==> config.mk <==
export PLATFORM = sky130hd
export DESIGN_NAME = clkdiv_ctrl_flat
export DESIGN_NICKNAME = d
export VERILOG_FILES = /design/src/rtl/clkdiv_ctrl_if.sv /design/src/rtl/clkdiv_ctrl.sv /design/src/flat_wrapper.sv
export SDC_FILE = /design/constraint.sdc
export NUM_CORES = 1
export LEC_CHECK = 0
export BUFFER_PORTS_ARGS = -buffer_cell sky130_fd_sc_hd__buf_4
export CAP_MARGIN = 20
export CORE_UTILIZATION = 36
export CTS_CLUSTER_SIZE = 8
export DETAILED_ROUTE_END_ITERATION = 7
export GPL_TIMING_DRIVEN = 0
export HOLD_SLACK_MARGIN = 0.12
export SLEW_MARGIN = 10
export SYNTH_ARGS = -nofsm -noshare
export SYNTH_HDL_FRONTEND = slang
export SYNTH_SLANG_ARGS = --single-unit
==> constraint.sdc <==
create_clock -name clk -period 2.62 [get_ports clk]
set_clock_uncertainty 0.15 [all_clocks]
set_input_delay 0.131 -clock clk [delete_from_list [all_inputs] [get_ports clk]]
set_output_delay 0.131 -clock clk [all_outputs]
set_load 0.05 [all_outputs]
==> src/rtl/clkdiv_ctrl_if.sv <==
// Config port of the clock divider controller.
// Valid/ready offer of a new half-period plus the discard pulse.
interface clkdiv_ctrl_if #(
  parameter int CNT_W = 8
);
  logic             cfg_valid;
  logic [CNT_W-1:0] cfg_half;
  logic             cfg_ready;
  logic             cfg_err;

  modport master (
    output cfg_valid,
    output cfg_half,
    input  cfg_ready,
    input  cfg_err
  );

  modport slave (
    input  cfg_valid,
    input  cfg_half,
    output cfg_ready,
    output cfg_err
  );
endinterface

==> src/rtl/clkdiv_ctrl.sv <==
// Run/stop and ratio controller for the square-wave clock divider.
// Ratio changes and stops land only on half-period boundaries.
module clkdiv_ctrl #(
  parameter int CNT_W        = 8,
  parameter int DEFAULT_HALF = 10
) (
  input  logic        clk,
  input  logic        reset,
  input  logic        enable,
  clkdiv_ctrl_if.slave cfg,
  output logic        divided_clk,
  output logic        tick_rise,
  output logic        tick_fall,
  output logic        busy
);

  localparam logic [1:0] S_IDLE = 2'd0;
  localparam logic [1:0] S_RUN  = 2'd1;
  localparam logic [1:0] S_STOP = 2'd2;

  logic [1:0]       state;
  logic [1:0]       state_nx;
  logic [CNT_W-1:0] cnt;
  logic [CNT_W-1:0] act_half;
  logic [CNT_W-1:0] pend_half;
  logic             pend;
  logic             err_q;
  logic             bnd;
  logic             xfer;
  logic             zero;
  logic             counting;
  logic             to_idle;

  assign bnd  = (cnt == act_half - CNT_W'(1));
  assign xfer = cfg.cfg_valid && !pend;
  assign zero = (cfg.cfg_half == '0);

  assign cfg.cfg_ready = !pend;
  assign cfg.cfg_err   = err_q;
  assign busy          = (state != S_IDLE);
  assign to_idle       = (state_nx == S_IDLE);

  always_comb begin
    state_nx = state;
    counting = 1'b0;
    unique case (1'b1)
      (state == S_IDLE): begin
        if (enable)
          state_nx = S_RUN;
      end
      (state == S_RUN): begin
        // a low phase may be cut short; a high phase must finish
        if (!enable && !divided_clk) begin
          state_nx = S_IDLE;
        end else begin
          counting = 1'b1;
          if (!enable)
            state_nx = bnd ? S_IDLE : S_STOP;
        end
      end
      (state == S_STOP): begin
        counting = 1'b1;
        if (enable)
          state_nx = S_RUN;
        else if (bnd)
          state_nx = S_IDLE;
      end
      default: state_nx = S_IDLE;
    endcase
  end

  always_ff @(posedge clk or posedge reset) begin
    if (reset) begin
      state       <= S_IDLE;
      cnt         <= '0;
      act_half    <= CNT_W'(DEFAULT_HALF);
      pend_half   <= '0;
      pend        <= 1'b0;
      divided_clk <= 1'b0;
      tick_rise   <= 1'b0;
      tick_fall   <= 1'b0;
      err_q       <= 1'b0;
    end else begin
      state     <= state_nx;
      tick_rise <= 1'b0;
      tick_fall <= 1'b0;
      err_q     <= xfer && zero;

      if (counting) begin
        if (bnd) begin
          cnt         <= '0;
          divided_clk <= !divided_clk;
          tick_rise   <= !divided_clk;
          tick_fall   <= divided_clk;
        end else begin
          cnt <= cnt + CNT_W'(1);
        end
      end else begin
        cnt <= '0;
      end

      // pend set in the cycle we fell into IDLE is drained here too
      if (pend && ((counting && bnd) || to_idle ||
                   state == S_IDLE)) begin
        act_half <= pend_half;
        pend     <= 1'b0;
      end

      if (xfer && !zero) begin
        if (state == S_IDLE) begin
          act_half <= cfg.cfg_half;
        end else begin
          pend_half <= cfg.cfg_half;
          pend      <= 1'b1;
        end
      end
    end
  end

endmodule

==> src/flat_wrapper.sv <==
// flat-port wrapper written by rule: the top's interface ports become plain ports
module clkdiv_ctrl_flat 
#(
  parameter int CNT_W        = 8,
  parameter int DEFAULT_HALF = 10
)
  (clk, reset, enable, divided_clk, tick_rise, tick_fall, busy, cfg_cfg_valid, cfg_cfg_half, cfg_cfg_ready, cfg_cfg_err);
  clkdiv_ctrl_if #(.CNT_W(CNT_W)) cfg_i ();
  input  logic clk;
  input  logic reset;
  input  logic enable;
  output logic divided_clk;
  output logic tick_rise;
  output logic tick_fall;
  output logic busy;
  input wire logic [$bits(cfg_i.cfg_valid)-1:0] cfg_cfg_valid;
  input wire logic [$bits(cfg_i.cfg_half)-1:0] cfg_cfg_half;
  output wire logic [$bits(cfg_i.cfg_ready)-1:0] cfg_cfg_ready;
  output wire logic [$bits(cfg_i.cfg_err)-1:0] cfg_cfg_err;
  assign cfg_i.cfg_valid = cfg_cfg_valid;
  assign cfg_i.cfg_half = cfg_cfg_half;
  assign cfg_cfg_ready = cfg_i.cfg_ready;
  assign cfg_cfg_err = cfg_i.cfg_err;
  clkdiv_ctrl #(.CNT_W(CNT_W), .DEFAULT_HALF(DEFAULT_HALF)) u_core (.clk(clk), .reset(reset), .enable(enable), .cfg(cfg_i), .divided_clk(divided_clk), .tick_rise(tick_rise), .tick_fall(tick_fall), .busy(busy));
endmodule
==> metrics.txt, run 1 <==
DR WL/cell=13.6 µm; total grt overflow=0; Final Util=between 50% and 60%; Yosys reg bits=31; core footprint=slightly below 5000 µm²; EDFF count, synth=0; worst hold-check path type=flip-flop to flip-flop; RD Place Congestion=about 0.71; Total Die Area=5390 µm²; area delta synth->final=32.5%; asr flop ratio synth=between 90% and 100%; Vias/cell=~4.9; CP Max Fanout=5; final hold viol count=0; period utilization=between 90% and 100%; number of buffers added on ports=17; LEAKAGE=about 1.0 nW; initial antenna violation count=0; PD cells=approximately 1000 nW/µm²; Yosys top cell area share=39.5%; status=complete, no violations; fillers=between 400 and 500; post-place setup slack=-0.192 ns; CTS sink count=31; Finished Cell Area=around 2400 µm²; Longest Clk Path Bufs=2; DP Area=between 2000 and 2500 µm²; Max-cap violations=0; first-pass GRT wire length=around 6200 µm; Post-Route WL=between 3000 and 4000 µm; drc violations=0; Worst setup SP type=flip-flop; dominant synthesized flop cell=dfrtp_1; First DRT Iteration DRCs=between 50 and 60; Syn Area/Cell=around 11 µm²; # diodes=0; via count=between 1,000 and 1,500; GRT Total Usage=15.9%; overall die width=between 70 and 80 µm; Synth Instances=about 170; sequential area share after synthesis=around 42%; Ports=18; Crit. End Element=flip-flop; YS warnings=0; Max Freq=0.395 GHz; Die Ht=around 73 µm; Total Nets Final=between 200 and 250; share of layout cells above drive strength 1=~40%; final setup margin=between 0.08 and 0.09 ns; post-synth cell types=46; Slowest cell on crit path=dfrtp_2; post-route minimum period=2.53 ns; Min Hold Slack=between 0.3 and 0.4 ns; Area contributors post-synth=dfrtp_1, mux2_2, ha_1; vias in the first global route=between 1,000 and 1,500; Initial Util=a little under two fifths; largest net degree at the start of global routing=17; Post-Syn Nets=between 150 and 200; most frequent cells in the layout=buf_4, dfrtp_1, nor2_1; WP data required=approximately 2.7 ns; Root Buffer=clkbuf_8; Worst slew margin=a little over half; H-tree Lvls=2; critical path type=flip-flop to flip-flop; Setup Viol. Count Final=0; RSZ-0062 raised after global routing=no; Clock transition at path regs=about 0.070 ns; cell taking the most area after synthesis=dfrtp_1; post-DP HPWL=2630 µm; Skew-Pair Late Insertion Delay=between 0.2 and 0.3 ns; Antenna Nets Post-Route=0; Arr. time, crit path=roughly 2.6 ns; Peak supply drop=just under 0.6 mV; Critical Path Max Stage Delay=0.44 ns; Num CTS Buffers=5; CP Cell Sequence=inv_1 -> ha_4 -> or3b_4 -> nor3_4 -> xnor2_2 -> nor4_4 -> buf_4 -> a21oi_2 -> o221a_2; post-synthesis cell area=~1800 µm²; worst-margin pin slew=0.714 ns; total power=2.40 mW; r2r setup slk=about 0.087 ns; Pins Over Slew Limit=0; CTS tree=done; cell row count=25; first-pass detailed-route iteration total=4
[repair_timing]
action	4_1_cts	5_1_grt
setup endpoints to repair	17	18
pin swaps	2	13
endpoints found under the hold margin	34	0
resized for setup	4	15
gates cloned	0	1
hold buffers	12	0
setup buffers	2	7
[cell type report]
cell class | count | area [µm²] | share of cell area, %
plain buffers | 3 | 18.8 | 0.772
clock buffers | 7 | 86.3 | 3.55
clock inverters | 1 | 5.00 | 0.206
inverters | 9 | 33.8 | 1.39
multi-input cells | 129 | 1080 | 44.4
flip-flops and latches | 31 | 782 | 32.2
well taps | 67 | 83.8 | 3.45
repair buffers | 39 | 343 | 14.1
[where the power goes]
part	switching (mW)	internal [mW]	total [mW]
sequential	0.158	0.658	0.816
clock	0.188	0.212	0.400
combinational	0.600	0.586	1.19
[through the flow]
step           setup TNS, ns  cells
4_1_cts                    0    278
6_report                   0    286
2_1_floorplan              0    171
3_3_place_gp           -1.12    255
3_5_place_dp           -1.50    256
5_1_grt                    0    286
[Yosys cell counts (3+ instances only)]
cell and n:
inv_1 9, nand2_1 8, ha_1 7, xnor2_1 10, nor2_1 14, and3_1 3, nand3_1 4, o21ai_0 4
mux2_2 9, dfrtp_1 29, or2_2 7, o221a_2 7, xor2_1 6, a21oi_1 3, nand2b_1 10
[logic make-up after synthesis]
| logic type | Yosys count | share of synthesized area, % |
|---|---|---|
| AOI/OAI and AO/OA | 31 | 15.5 |
| DFF | 31 | 42.4 |
| buffers and inverters | 12 | 2.86 |
| and+or+nand+nor | 65 | 21.3 |
| adders and majority gates | 7 | 4.77 |
| muxes | 9 | 5.52 |
| xor gates and xnor gates | 16 | 7.63 |
[sequential cells by signal (all words and copies together), names as in the netlist]
name	cells
u_core.tick_fall	1
u_core.pend_half	8
u_core.cnt	8
u_core.act_half	8
u_core.tick_rise	1
u_core.cfg.cfg_err	1
u_core.divided_clk	1
u_core.pend	1
u_core.state	2
[final timing paths]
| path | from | to | depth (start not counted) |
|---|---|---|---|
| max | u_core.act_half[0] | u_core.act_half[7] | 9 |
| min | u_core.pend_half[0] | u_core.pend_half[0] | 1 |
| max reg2reg | u_core.act_half[0] | u_core.act_half[7] | 9 |
| min reg2reg | u_core.pend_half[0] | u_core.pend_half[0] | 1 |
| max in group asynchronous | reset | u_core.act_half[1] | 4 |
| min in group asynchronous | reset | u_core.pend | 3 |
[critical path: cells and delay by family, from the launching register on]
| kind | cells | cell delay [ns] |
|---|---|---|
| adders and majority gates | 1 | 0.13 |
| buffers and inverters | 2 | 0.28 |
| and+or+nand+nor | 3 | 0.94 |
| AOI/OAI and AO/OA | 2 | 0.37 |
| xor gates and xnor gates | 1 | 0.12 |
| DFF | 1 | 0.44 |
[per-layer routing]
layer / share of wire [%] / vias to the layer above / global-route usage (%)
met2: 47 / 16 / 24.4
li1: - / 701 / -
met1: 48 / 665 / 20.9
met5: 0 / - / 0
met4: 1.9 / 0 / 7.69
met3: 2.7 / 7 / 4.12
Note: power is estimated with default switching activity, not from simulation.
==> inputs of run 2 (changes only) <==
Settings changed: CELL_PAD_IN_SITES_DETAIL_PLACEMENT from default to 0, CELL_PAD_IN_SITES_GLOBAL_PLACEMENT from default to 1, PLACE_DENSITY_LB_ADDON from default to 0.1, RECOVER_POWER from default to 100, SLEW_MARGIN 10 to 20.
==> run 2 against run 1 <==
Net effect:
- flip-flop and latch count is the same
- setup slack got worse by 0.025 ns
- first-iteration DRC count down 22%
- worst hold slack improved by 0.0058 ns
- highest routed layer unchanged
- total power up 2.4%
- non-clock buffer count shrank 5
- routed wire length grew 2.1%
- sequential share of layout area rose by 0.83 points
- via count rose by 3.5%
- largest cell class unchanged
- sequential power grew 2%
- clock power rose by 23%
==> metrics.txt, run 2 (same netlist as run 1, synthesis figures left out) <==
r2r setup slk=0.06 ns (-0.02 ns); H-tree Lvls=2 (unchanged); Internal=1.52 mW (+4.4%); RD Place Congestion=0.781 (+9.7%); WP data required=2.69 ns (+0.04 ns); drc violations=0 (unchanged); Switching Share=38.2% (-1.2 points); Antenna Nets Post-Route=0 (unchanged); overall die width=73.4 µm (unchanged); CTS sink count=31 (unchanged); First DRT Iteration DRCs=46 (-22%); GRT Total Usage=16.2% (+0.26 points); Longest Clk Path Bufs=2 (unchanged); clock power share=20.1% (+3.5 points); Hold Path Depth=1 (unchanged); via count=1,437 (+3.5%); Seq pwr share=33.9% (about the same); Total Die Area=5390 µm² (unchanged); Root Buffer=clkbuf_8; number of buffers added on ports=17 (unchanged); Skew-Pair Late Insertion Delay=0.28 ns (about the same); final hold viol count=0 (unchanged); share of layout cells above drive strength 1=35.7% (-4.5 points); Peak supply drop=0.567 mV (-2.7%); DR WL/cell=14.2 µm (+4.2%); vias in the first global route=1,403 (+7.2%); PD cells=1040 nW/µm² (+5.0%); total power=2.46 mW (+2.4%); initial antenna violation count=0 (unchanged); Pins Over Slew Limit=0 (unchanged); area delta synth->final=29.2%; largest net degree at the start of global routing=32 (+15); CTS tree=done; post-route minimum period=2.56 ns (+0.0246 ns); worst-margin pin slew=1.24 ns (+0.524 ns); Initial Util=38.1% (unchanged); Worst slew margin=17.3% (-35 points); period utilization=97.6% (+0.94 points); first-pass GRT wire length=6530 µm (+4.6%); CP Capture Point=u_core.act_half[5]; Num CTS Buffers=5 (unchanged); Vias/cell=5.13 (+5.7%); worst reg2reg path depth=7 (-2); Min Hold Slack=0.355 ns (+0.00584 ns); Die Ht=73.4 µm (unchanged); Top Registers=u_core.act_half: 8 flops, u_core.cnt: 8 flops, u_core.pend_half: 8 flops; Worst setup SP type=flip-flop; Arr. time, crit path=2.63 ns (+0.07 ns); non-filler cells, final=280 (-2.1%); Post-Route WL=3970 µm (+2.1%); Max Freq=0.391 GHz (-0.96%); Setup Viol. Count Final=0 (unchanged); Placed Cells=255 (-0.39%); cell row count=25 (unchanged); status=complete, no violations; Total Nets Final=231 (-2.5%); commonest non-fill, non-tap cell in the layout=dfrtp_1; first-pass detailed-route iteration total=4 (unchanged); # diodes=0 (unchanged); Crit. End Element=flip-flop; most frequent cells in the layout=dfrtp_1, buf_4, nor2_1; worst hold-check path type=flip-flop to flip-flop; crit path from=u_core.act_half[0]; reg2reg start=u_core.act_half[0]; Clock transition at path regs=0.07 ns (about the same); LEAKAGE=0.996 nW (-4.1%); Final Util=49.2% (-1.3 points); core footprint=4820 µm² (unchanged); Psw=939 µW (-0.73%); RSZ-0062 raised after global routing=yes; Reg-to-Reg End=u_core.act_half[5]; fillers=481 (+3.9%); total grt overflow=0 (unchanged); critical path type=flip-flop to flip-flop; CP Max Fanout=7 (+2); post-DP HPWL=2790 µm (+6.2%); Ports=18 (unchanged); Gate power share=46.0% (-3.4 points); Max-cap violations=0 (unchanged)
==> run 2: changes by cell type in the layout (fill, tap and decap cells not counted), moves of 2 or more <==
cell,delta
buf_4,-11
a21oi_2,-2
clkbuf_1,+4
o21ai_0,+2
clkbuf_4,+2
==> run 2: through the flow <==
step / setup TNS (ns) / instance area [µm²] / setup slack (ns)
after floorplan: 0 / 1840 / 0.121
after global placement: -0.982 / 2050 / -0.155
after detailed placement: -1.32 / 2050 / -0.172
after CTS: -0.111 / 2300 / -0.0345
after global routing: -0.206 / 2370 / -0.0473
final: 0 / 2370 / 0.0625
==> run 2: how the worst min path moves through the flow <==
stage,startpoint,end,slack (ns)
2_1_floorplan,reset,u_core.act_half[0],0.08
3_3_place_gp,cfg_cfg_half[2],u_core.pend_half[2],0.24
3_5_place_dp,reset,u_core.divided_clk,0.13
4_1_cts,u_core.pend_half[7],u_core.pend_half[7],0.36
5_1_grt,u_core.pend_half[1],u_core.pend_half[1],0.38
6_report,u_core.pend_half[3],u_core.pend_half[3],0.36
==> run 2: worst max-delay path, cell delays in order (launching register included) <==
cell and delay (ns):
dfrtp_2 0.43, or4_4 0.59, a2111oi_4 0.27, nor3_4 0.10, nor4_4 0.40, buf_4 0.18, a31o_4 0.18, o221a_1 0.19
==> run 2: final cells by class <==
type / instances / area [µm²] / area share (%)
clock buffer: 6 / 82.6 / 3.48
clock inverter: 2 / 35.0 / 1.48
buffer: 3 / 18.8 / 0.792
timing repair buffer: 34 / 267 / 11.2
inverter: 9 / 33.8 / 1.42
tap: 67 / 83.8 / 3.54
sequential: 31 / 782 / 33.0
multi-input combinational: 128 / 1070 / 45.1
==> run 2: layer usage <==
metal | GRT usage, % | share of wire (%)
met5 | 0 | 0
met1 | 20.9 | 48
met4 | 6.41 | 1.9
met3 | 4.12 | 2.7
met2 | 25.8 | 47
==> run 2: timing repair <==
action	in CTS	in global routing
pin swaps	1	5
hold endpoints to repair	48	0
buffers inserted	2	3
endpoints found under the setup margin	16	18
resized for setup	1	13
hold buffers	12	0
==> run 2: power groups by stage <==
stage	sequential, mW	clock, mW	combinational [mW]
after global placement	0.826	0	0.994
after global routing	0.860	0.523	1.24
after floorplan	0.792	0	0.821
final	0.834	0.493	1.13
after CTS	0.829	0.508	1.04
after detailed placement	0.836	0	1.02
